<file path="src/rtl/pipelined_addsub.sv">
// Streaming add/subtract unit whose carry chain is cut into STAGES registered segments.
// Define PIPELINED_ADDSUB_OVF_EN to generate the signed-overflow output; otherwise out_ovf is tied to 0.
module pipelined_addsub #(
   parameter int WIDTH  = 24,
   parameter int STAGES = 3
) (
   input  logic             clk,
   input  logic             rst_n,
   input  logic             in_valid,
   output logic             in_ready,
   input  logic [WIDTH-1:0] in_a,
   input  logic [WIDTH-1:0] in_b,
   input  logic             in_cin,
   input  logic             in_sub,
   output logic             out_valid,
   input  logic             out_ready,
   output logic [WIDTH-1:0] out_sum,
   output logic             out_cout,
   output logic             out_ovf
);

   localparam int SEG = (WIDTH + STAGES - 1) / STAGES;

   logic             w_en;
   logic [WIDTH-1:0] w_bx;

   assign w_en     = !out_valid || out_ready;
   assign in_ready = w_en;
   assign w_bx     = in_sub ? ~in_b : in_b;

   for (genvar k = 0; k < STAGES; k++) begin : g_st
      // A rounded-up SEG can leave trailing stages with no bits; they only delay.
      localparam int LO = (k * SEG < WIDTH) ? k * SEG : WIDTH;
      localparam int HI = ((k + 1) * SEG < WIDTH) ? (k + 1) * SEG : WIDTH;
      localparam int N  = HI - LO;

      logic          w_c_in, w_c_nx, w_v_in;
      logic          r_c, r_v;
      logic [HI-1:0] w_s_nx, r_s;
`ifdef PIPELINED_ADDSUB_OVF_EN
      logic          w_o_in, w_o_nx, r_o;
`endif

      if (k == 0) begin : g_first
         assign w_c_in = in_sub | in_cin;
         assign w_v_in = in_valid;
`ifdef PIPELINED_ADDSUB_OVF_EN
         assign w_o_in = 1'b0;
`endif
      end else begin : g_next
         assign w_c_in = g_st[k-1].r_c;
         assign w_v_in = g_st[k-1].r_v;
`ifdef PIPELINED_ADDSUB_OVF_EN
         assign w_o_in = g_st[k-1].r_o;
`endif
      end

      if (N > 0) begin : g_add
         logic [N-1:0] w_sa, w_sb;
         logic [N:0]   w_part;
         if (k == 0) begin : g_src
            assign w_sa   = in_a[N-1:0];
            assign w_sb   = w_bx[N-1:0];
            assign w_s_nx = w_part[N-1:0];
         end else begin : g_src
            assign w_sa   = g_st[k-1].g_up.r_a[LO +: N];
            assign w_sb   = g_st[k-1].g_up.r_b[LO +: N];
            assign w_s_nx = {w_part[N-1:0], g_st[k-1].r_s};
         end
         assign w_part = {1'b0, w_sa} + {1'b0, w_sb} + {{N{1'b0}}, w_c_in};
         assign w_c_nx = w_part[N];
`ifdef PIPELINED_ADDSUB_OVF_EN
         if (HI == WIDTH) begin : g_ovf
            // carry into the MSB recovered as a ^ b ^ sum at that bit
            assign w_o_nx = w_part[N] ^ w_sa[N-1] ^ w_sb[N-1] ^ w_part[N-1];
         end else begin : g_ovf_pass
            assign w_o_nx = w_o_in;
         end
`endif
      end else begin : g_pass
         assign w_s_nx = g_st[k-1].r_s;
         assign w_c_nx = w_c_in;
`ifdef PIPELINED_ADDSUB_OVF_EN
         assign w_o_nx = w_o_in;
`endif
      end

      if (HI < WIDTH) begin : g_up
         logic [WIDTH-1:HI] w_a_nx, w_b_nx, r_a, r_b;
         if (k == 0) begin : g_src
            assign w_a_nx = in_a[WIDTH-1:HI];
            assign w_b_nx = w_bx[WIDTH-1:HI];
         end else begin : g_src
            assign w_a_nx = g_st[k-1].g_up.r_a[WIDTH-1:HI];
            assign w_b_nx = g_st[k-1].g_up.r_b[WIDTH-1:HI];
         end
         always_ff @(posedge clk or negedge rst_n) begin
            if (!rst_n) begin
               r_a <= '0;
               r_b <= '0;
            end else if (w_en) begin
               r_a <= w_a_nx;
               r_b <= w_b_nx;
            end
         end
      end

      always_ff @(posedge clk or negedge rst_n) begin
         if (!rst_n) begin
            r_v <= 1'b0;
            r_c <= 1'b0;
            r_s <= '0;
         end else if (w_en) begin
            r_v <= w_v_in;
            r_c <= w_c_nx;
            r_s <= w_s_nx;
         end
      end

`ifdef PIPELINED_ADDSUB_OVF_EN
      always_ff @(posedge clk or negedge rst_n) begin
         if (!rst_n)    r_o <= 1'b0;
         else if (w_en) r_o <= w_o_nx;
      end
`endif
   end

   assign out_valid = g_st[STAGES-1].r_v;
   assign out_sum   = g_st[STAGES-1].r_s;
   assign out_cout  = g_st[STAGES-1].r_c;
`ifdef PIPELINED_ADDSUB_OVF_EN
   assign out_ovf   = g_st[STAGES-1].r_o;
`else
   assign out_ovf   = 1'b0;
`endif

endmodule

</file>
<file path="config.mk">
export PLATFORM = sky130hd
export DESIGN_NAME = pipelined_addsub
export DESIGN_NICKNAME = d
export VERILOG_FILES = /design/src/rtl/pipelined_addsub.sv
export SDC_FILE = /design/constraint.sdc
export NUM_CORES = 1
export LEC_CHECK = 0
export ABC_AREA = 1
export CORE_MARGIN = 5
export CORE_UTILIZATION = 46
export DETAILED_ROUTE_END_ITERATION = 10
export PLACE_DENSITY_LB_ADDON = 0.08
export SYNTH_ARGS = -nofsm -noshare
export SYNTH_HDL_FRONTEND = slang
export SYNTH_SLANG_ARGS = --single-unit
</file>
<file path="constraint.sdc">
create_clock -name clk -period 2.9 [get_ports clk]
set_input_delay 0.435 -clock clk [delete_from_list [all_inputs] [get_ports clk]]
set_output_delay 0.435 -clock clk [all_outputs]
set_load 0.1 [all_outputs]
</file>
==> flow_summary.ini <==
[yosys]
ys_warn_count = 0
netlist_area_um2 = 5050
synth.distinct_cells = 25
ys_seq_area_share_pct = 50.5
avgSynthCellArea_um2 = 8.28
synth_fp_nets = 691
synth_top_cell_by_area = dfrtp_1
synth_top_cell_area_share_pct = 50.5
synth-seq-cells = 102
synth_area_leaders = dfrtp_1 (51%), nand2_1 (20%), ha_1 (5.2%)
synth_cells = 610

[placed_design]
numPortBuffers = 80
pre_cts_ws_ns = 0.323
place.gp.congestion = 0.798
hpwl_mm = 7.31
dp.cells = 811

[sta]
worst_pin_slew_ns = 0.687
grt_setup_unrepaired = false
final-hold-violation-count = 0
maxSlewHeadroom_pct = 54.2
setup_ws_ns = 0.681
drv_slew = 0
setup_violations = 0
fin_crit_ns = 2.22
fin_worst_skew_ns = 0.0120
fmax_ghz = 0.451
setup_tns_ns = 0
period_share_pct = 76.5

[grt]
grt-ovfl-total = 0
grt_first_pass_wirelength_mm = 18.0
grt_max_degree = 88
grt_pass1_vias = 3756
antenna_found_initial = 0
grt_usage_pct = 16.8

[floorplan]
ios = 82
die_area_um2 = 13200
start_util_pct = 46.8
core.rowCount = 38
die_h_um = 115
core_region_area_um2 = 10800
dieWidth_um = 115

[clock_network]
cts_tree = yes
cts_sinks = 102
clkTransAtPathRegs_ns = 0.08
cts_resized = 0
cts_max_level = 3
hold_buffers = 0
clk_latency_ns = 0.35
cts_buffer_depth = 2
cts_buffers = 9
root_buffer = clkbuf_8
postCtsSetupBuffers = 0

[critical_path]
crit_type = input port to flop
endpoint_kind = flop
worstPathRequired_ns = 3.17
cp.arrival_ns = 2.49
critPathMaxFanout = 4
reg2reg_depth = 9
startpoint_type = input port

[worst_hold_path]
hold_class = input port to async pin

[routing]
drc_errors = 0
routedWlPerCell_um = 12.4
drt_iter0_drc = 194
ant_nets = 0
vias = 3883
first_pass_iters = 5
avgViaCountPerCell = 4.70
wirelength_mm = 10.2

[layout]
drive_gt1_share_pct = 7.87
area_growth_syn_to_layout_pct = 20.2
nets = 763
final_util_pct = 56.2
finalNonFillerCells = 826
diodes = 0

[power]
ir_worst_vdd_mv = 0.834
pwr_density_cell_nw_per_um2 = 1080
p_leak_nw = 3.13

[outcome]
status = finished clean

[flow_run]
drv_cap = 0
==> report_power, final <==
part | leakage (nW) | internal [W] | total, W | switching (W)
clock network | 0.0768 | 0.000311 | 0.000764 | 0.000453
logic | 1.83 | 0.000967 | 0.00350 | 0.00254
registers | 1.23 | 0.00198 | 0.00231 | 0.000331
total | 3.13 | 0.00325 | 0.00657 | 0.00332
==> logic make-up (layout without fill, tap and decap cells) <==
kind of cell / count (synthesis) / in the layout / share of synthesized area [%]
buffers and inverters: 71 / 147 / 5.90
AO/OA/AOI/OAI: 55 / 55 / 5.62
flip-flops: 102 / 102 / 50.5
AND/OR/NAND/NOR: 330 / 330 / 26.1
adder cells (fa/ha/maj): 27 / 27 / 7.58
XOR/XNOR: 24 / 24 / 4.16
other: 1 / 1 / 0.0742
==> synth_stat cells, drive strengths merged <==
cell and number:
nand2 272, dfrtp 102, inv 46, o21ai 39, nand3 29, ha 21, nor2 17, xnor2 17
buf 13, a21oi 12, clkbuf 12, xor2 7, fa 6, nand3b 5, or2 5, a211oi 3
and2 2, a31oi 1, conb 1
==> metrics by stage <==
| step | power [W] | cell area (µm²) | hold slack [ns] |
|---|---|---|---|
| 2_1_floorplan | 0.00500 | 5050 | 0.139 |
| 3_3_place_gp | 0.00579 | 5910 | 0.433 |
| 3_5_place_dp | 0.00586 | 5910 | 0.454 |
| 4_1_cts | 0.00663 | 6070 | 0.125 |
| 5_1_grt | 0.00708 | 6070 | 0.167 |
| 6_report | 0.00657 | 6070 | 0.113 |
==> state kept, by name, indices dropped and copies added (netlist names) <==
| signal | cells |
|---|---|
| g_st.r_v | 2 |
| g_st.g_up.r_a | 24 |
| out_cout | 1 |
| out_sum | 24 |
| g_st.g_up.r_b | 24 |
| out_valid | 1 |
| g_st.r_s | 24 |
| g_st.r_c | 2 |
==> worst max-delay path, stage by stage <==
cell and delay (ns):
clkdlybuf4s50_1 0.47, or2_2 0.33, fa_1 0.40, inv_1 0.09, fa_1 0.17, inv_1 0.05
nand2_1 0.08, nand2_1 0.06, and2_2 0.17, nand2_1 0.05, nand2_1 0.04, o21ai_0 0.14
==> cell type report <==
class | instances | area (µm²)
tap | 140 | 175
inverter | 46 | 173
clock inverter | 3 | 21.3
fill | 1024 | 4720
sequential | 102 | 2550
multi-input combinational | 437 | 2200
timing repair buffer | 86 | 813
clock buffer | 12 | 135
==> cells in the final DEF, fill, tap and decap left out <==
master / count
a211oi_1: 3
a21oi_1: 12
a31oi_1: 1
and2_1: 1
and2_2: 1
buf_12: 3
buf_4: 31
clkbuf_1: 3
clkbuf_8: 9
clkdlybuf4s50_1: 52
clkinv_2: 1
clkinvlp_4: 1
conb_1: 1
dfrtp_1: 102
fa_1: 6
ha_1: 21
inv_1: 45
inv_2: 1
inv_6: 1
nand2_1: 272
nand3_1: 29
nand3b_1: 5
nor2_1: 16
nor2_4: 1
o21ai_0: 39
or2_2: 5
xnor2_1: 17
xor2_1: 7
==> per-layer routing <==
layer	track usage [%]	up-vias	part of all wire (%)
met1	26.9	1753	54
li1	-	2035	-
met5	0	-	0
met3	2.68	10	4.7
met4	6.10	0	1.5
met2	23.1	85	40
==> path summary, 6_finish.rpt <==
check / slack (ns) / from / endpoint
hold / removal: 0.11 / rst_n / out_sum[20]
min in group clk: 0.47 / g_st[1].r_v / out_valid
setup reg to reg: 0.92 / g_st[1].r_c / out_sum[22]
setup / recovery: 0.68 / in_sub / g_st[0].r_s[4]
hold reg to reg: 0.47 / g_st[1].r_v / out_valid
max in group asynchronous: 2.09 / rst_n / g_st[0].r_s[6]
Power figures use the tool's default switching activity.
==> patch: new RTL, same flow settings <==
`WIDTH`: 24 -> 32.
--- a/src/rtl/pipelined_addsub.sv
+++ b/src/rtl/pipelined_addsub.sv
@@ -2,5 +2,5 @@
 // Define PIPELINED_ADDSUB_OVF_EN to generate the signed-overflow output; otherwise out_ovf is tied to 0.
 module pipelined_addsub #(
-   parameter int WIDTH  = 24,
+   parameter int WIDTH  = 32,
    parameter int STAGES = 3
 ) (
Ports: changed (resized in_a, in_b and out_sum); port bits go from 82 to 106. The function was not compared with the original's and may differ.
==> patch against the unedited design <==
Wire length is 45% higher. Setup slack worse by 0.084 ns. Utilization is 2.0 points higher. Count of clock-buffer cells in the layout is 10 higher. Sequential cell count is 31 higher. Total power is 49% higher. Final area is 39% higher. Synthesized area is 34% higher.
==> patch: results (changes against the unedited design) <==
## Run status
- **status** finished, final reports clean

## Timing
- **fraction of the cycle the final worst path needs** 79.4%, +2.9 points
- **hold slack** 0.0826 ns, -0.0304 ns
- **remaining max-slew budget at the tightest pin** 50.9%, -3.3 points
- **final clock skew** 0.00693 ns, -0.00507 ns

## Synth
- **ranking of synthesized cells by instance count** sky130_fd_sc_hd__nand2_1, sky130_fd_sc_hd__dfrtp_1, sky130_fd_sc_hd__o21ai_0, sky130_fd_sc_hd__inv_1
- **sequential-to-total area share from yosys stat** 49.1%, -1.4 points
- **Synth Net Count** 944, +37%
- **number of cells produced by synthesis** 839, +38%
- **synth top area cells** sky130_fd_sc_hd__dfrtp_1, sky130_fd_sc_hd__nand2_1, sky130_fd_sc_hd__ha_1

## Setup path
- **destination of the worst register-to-register timing path** out_sum[28]
- **number of cells traversed by the worst register-to-register path** 11, +2
- **launch point of the critical path** in_cin
- **endpoint arrival time on the critical path** 2.64 ns, +0.15 ns
- **largest fanout on the critical path** 3, -1
- **kind of cell adding the most delay to the critical path** adder cells
- **crit path capture** g_st[0].r_s[6]
- **maximum cell stage delay along the critical path** 0.45 ns, -0.02 ns
- **cell at the slowest stage of the critical path** sky130_fd_sc_hd__fa_1
- **FF-to-FF setup slack** 0.83 ns, -0.09 ns

## Clock network
- **number of H-tree levels** 4, +1
- **clock tree root buffer cell** sky130_fd_sc_hd__clkbuf_16
- **latest clock arrival within the worst-skew pair** 0.41 ns, +0.06 ns
- **Clock transition at path regs** 0.06 ns, -0.02 ns
- **number of buffers added by the clock tree synthesis step** 17, +8

## Routing
- **wirelength, routed** 14900 um, +45%
- **count of routing violations after the opening detailed-route iteration** 401, +110%
- **detailed-route via count** 5485, +41%

## Global route
- **maximum number of pins on one net before global-route repair** 160, +82%
- **wire length of the first global-routing pass** 26000 um, +45%
- **Total Routing Usage GR** 17.8%, +1.0 points

## Cells and area
- **net count reported at finish** 1043, +37%
- **flip-flop count of the largest register after layout** 33
- **fraction of final layout cells sized beyond drive strength 1** 8.22%, +0.35 points

## Placed design
- **post-detail-place hpwl** 10400 um, +42%
- **input/output buffers** 104, +30%
- **routability cong.** 0.920, +15%
- **post-placement cell area** 0.00789 mm^2, +33%
- **dpl ws** 0.173 ns, -0.150 ns

## Pwr
- **leakage power figure** 4.29 nW, +37%
- **maximum resistive drop on vdd** 0.852 mV, +2.2%

[patch: cell types whose count changed in the layout (fill, tap and decap cells not counted), moves of 5 or more]
| cell | delta |
|---|---|
| sky130_fd_sc_hd__nand2_1 | +105 |
| sky130_fd_sc_hd__dfrtp_1 | +31 |
| sky130_fd_sc_hd__nor2_1 | +20 |
| sky130_fd_sc_hd__o21ai_0 | +18 |
| sky130_fd_sc_hd__clkbuf_16 | +17 |
| sky130_fd_sc_hd__clkdlybuf4s50_1 | +15 |
| sky130_fd_sc_hd__buf_4 | +11 |
| sky130_fd_sc_hd__inv_1 | +11 |
| sky130_fd_sc_hd__xnor2_1 | +11 |
| sky130_fd_sc_hd__ha_1 | +8 |
| sky130_fd_sc_hd__nand3_1 | +7 |
| sky130_fd_sc_hd__clkbuf_8 | -6 |
| sky130_fd_sc_hd__nand4_1 | +5 |
| sky130_fd_sc_hd__xor2_1 | +5 |
[patch: power breakdown]
part,internal [mW],switching (mW)
registers,2.59,0.419
logic,1.30,3.46
clock network,1.23,0.767
[patch: cells by family after synthesis]
| group | Yosys count | synth area share [%] |
|---|---|---|
| DFF | 133 | 49.1 |
| adders and majority gates | 35 | 7.13 |
| xor gates and xnor gates | 40 | 5.17 |
| other | 1 | 0.0553 |
| AOI/OAI and AO/OA | 78 | 5.98 |
| buffers and inverters | 90 | 5.69 |
| and+or+nand+nor | 462 | 26.9 |
[patch: routing by layer]
layer / part of all wire (%) / global-route usage, %
met1: 48 / 23.9
met2: 47 / 28.8
met5: 0 / 0
met3: 4.8 / 4.63
met4: 1.0 / 5.37
[patch: cell type report]
type / count / area (um^2)
clock buffers: 22 / 474
clock inverters: 8 / 76.3
fillers: 1389 / 6040
inverters: 57 / 214
multi-input cells: 616 / 3060
flip-flops and latches: 133 / 3330
well taps: 184 / 230
repair buffers: 113 / 1050
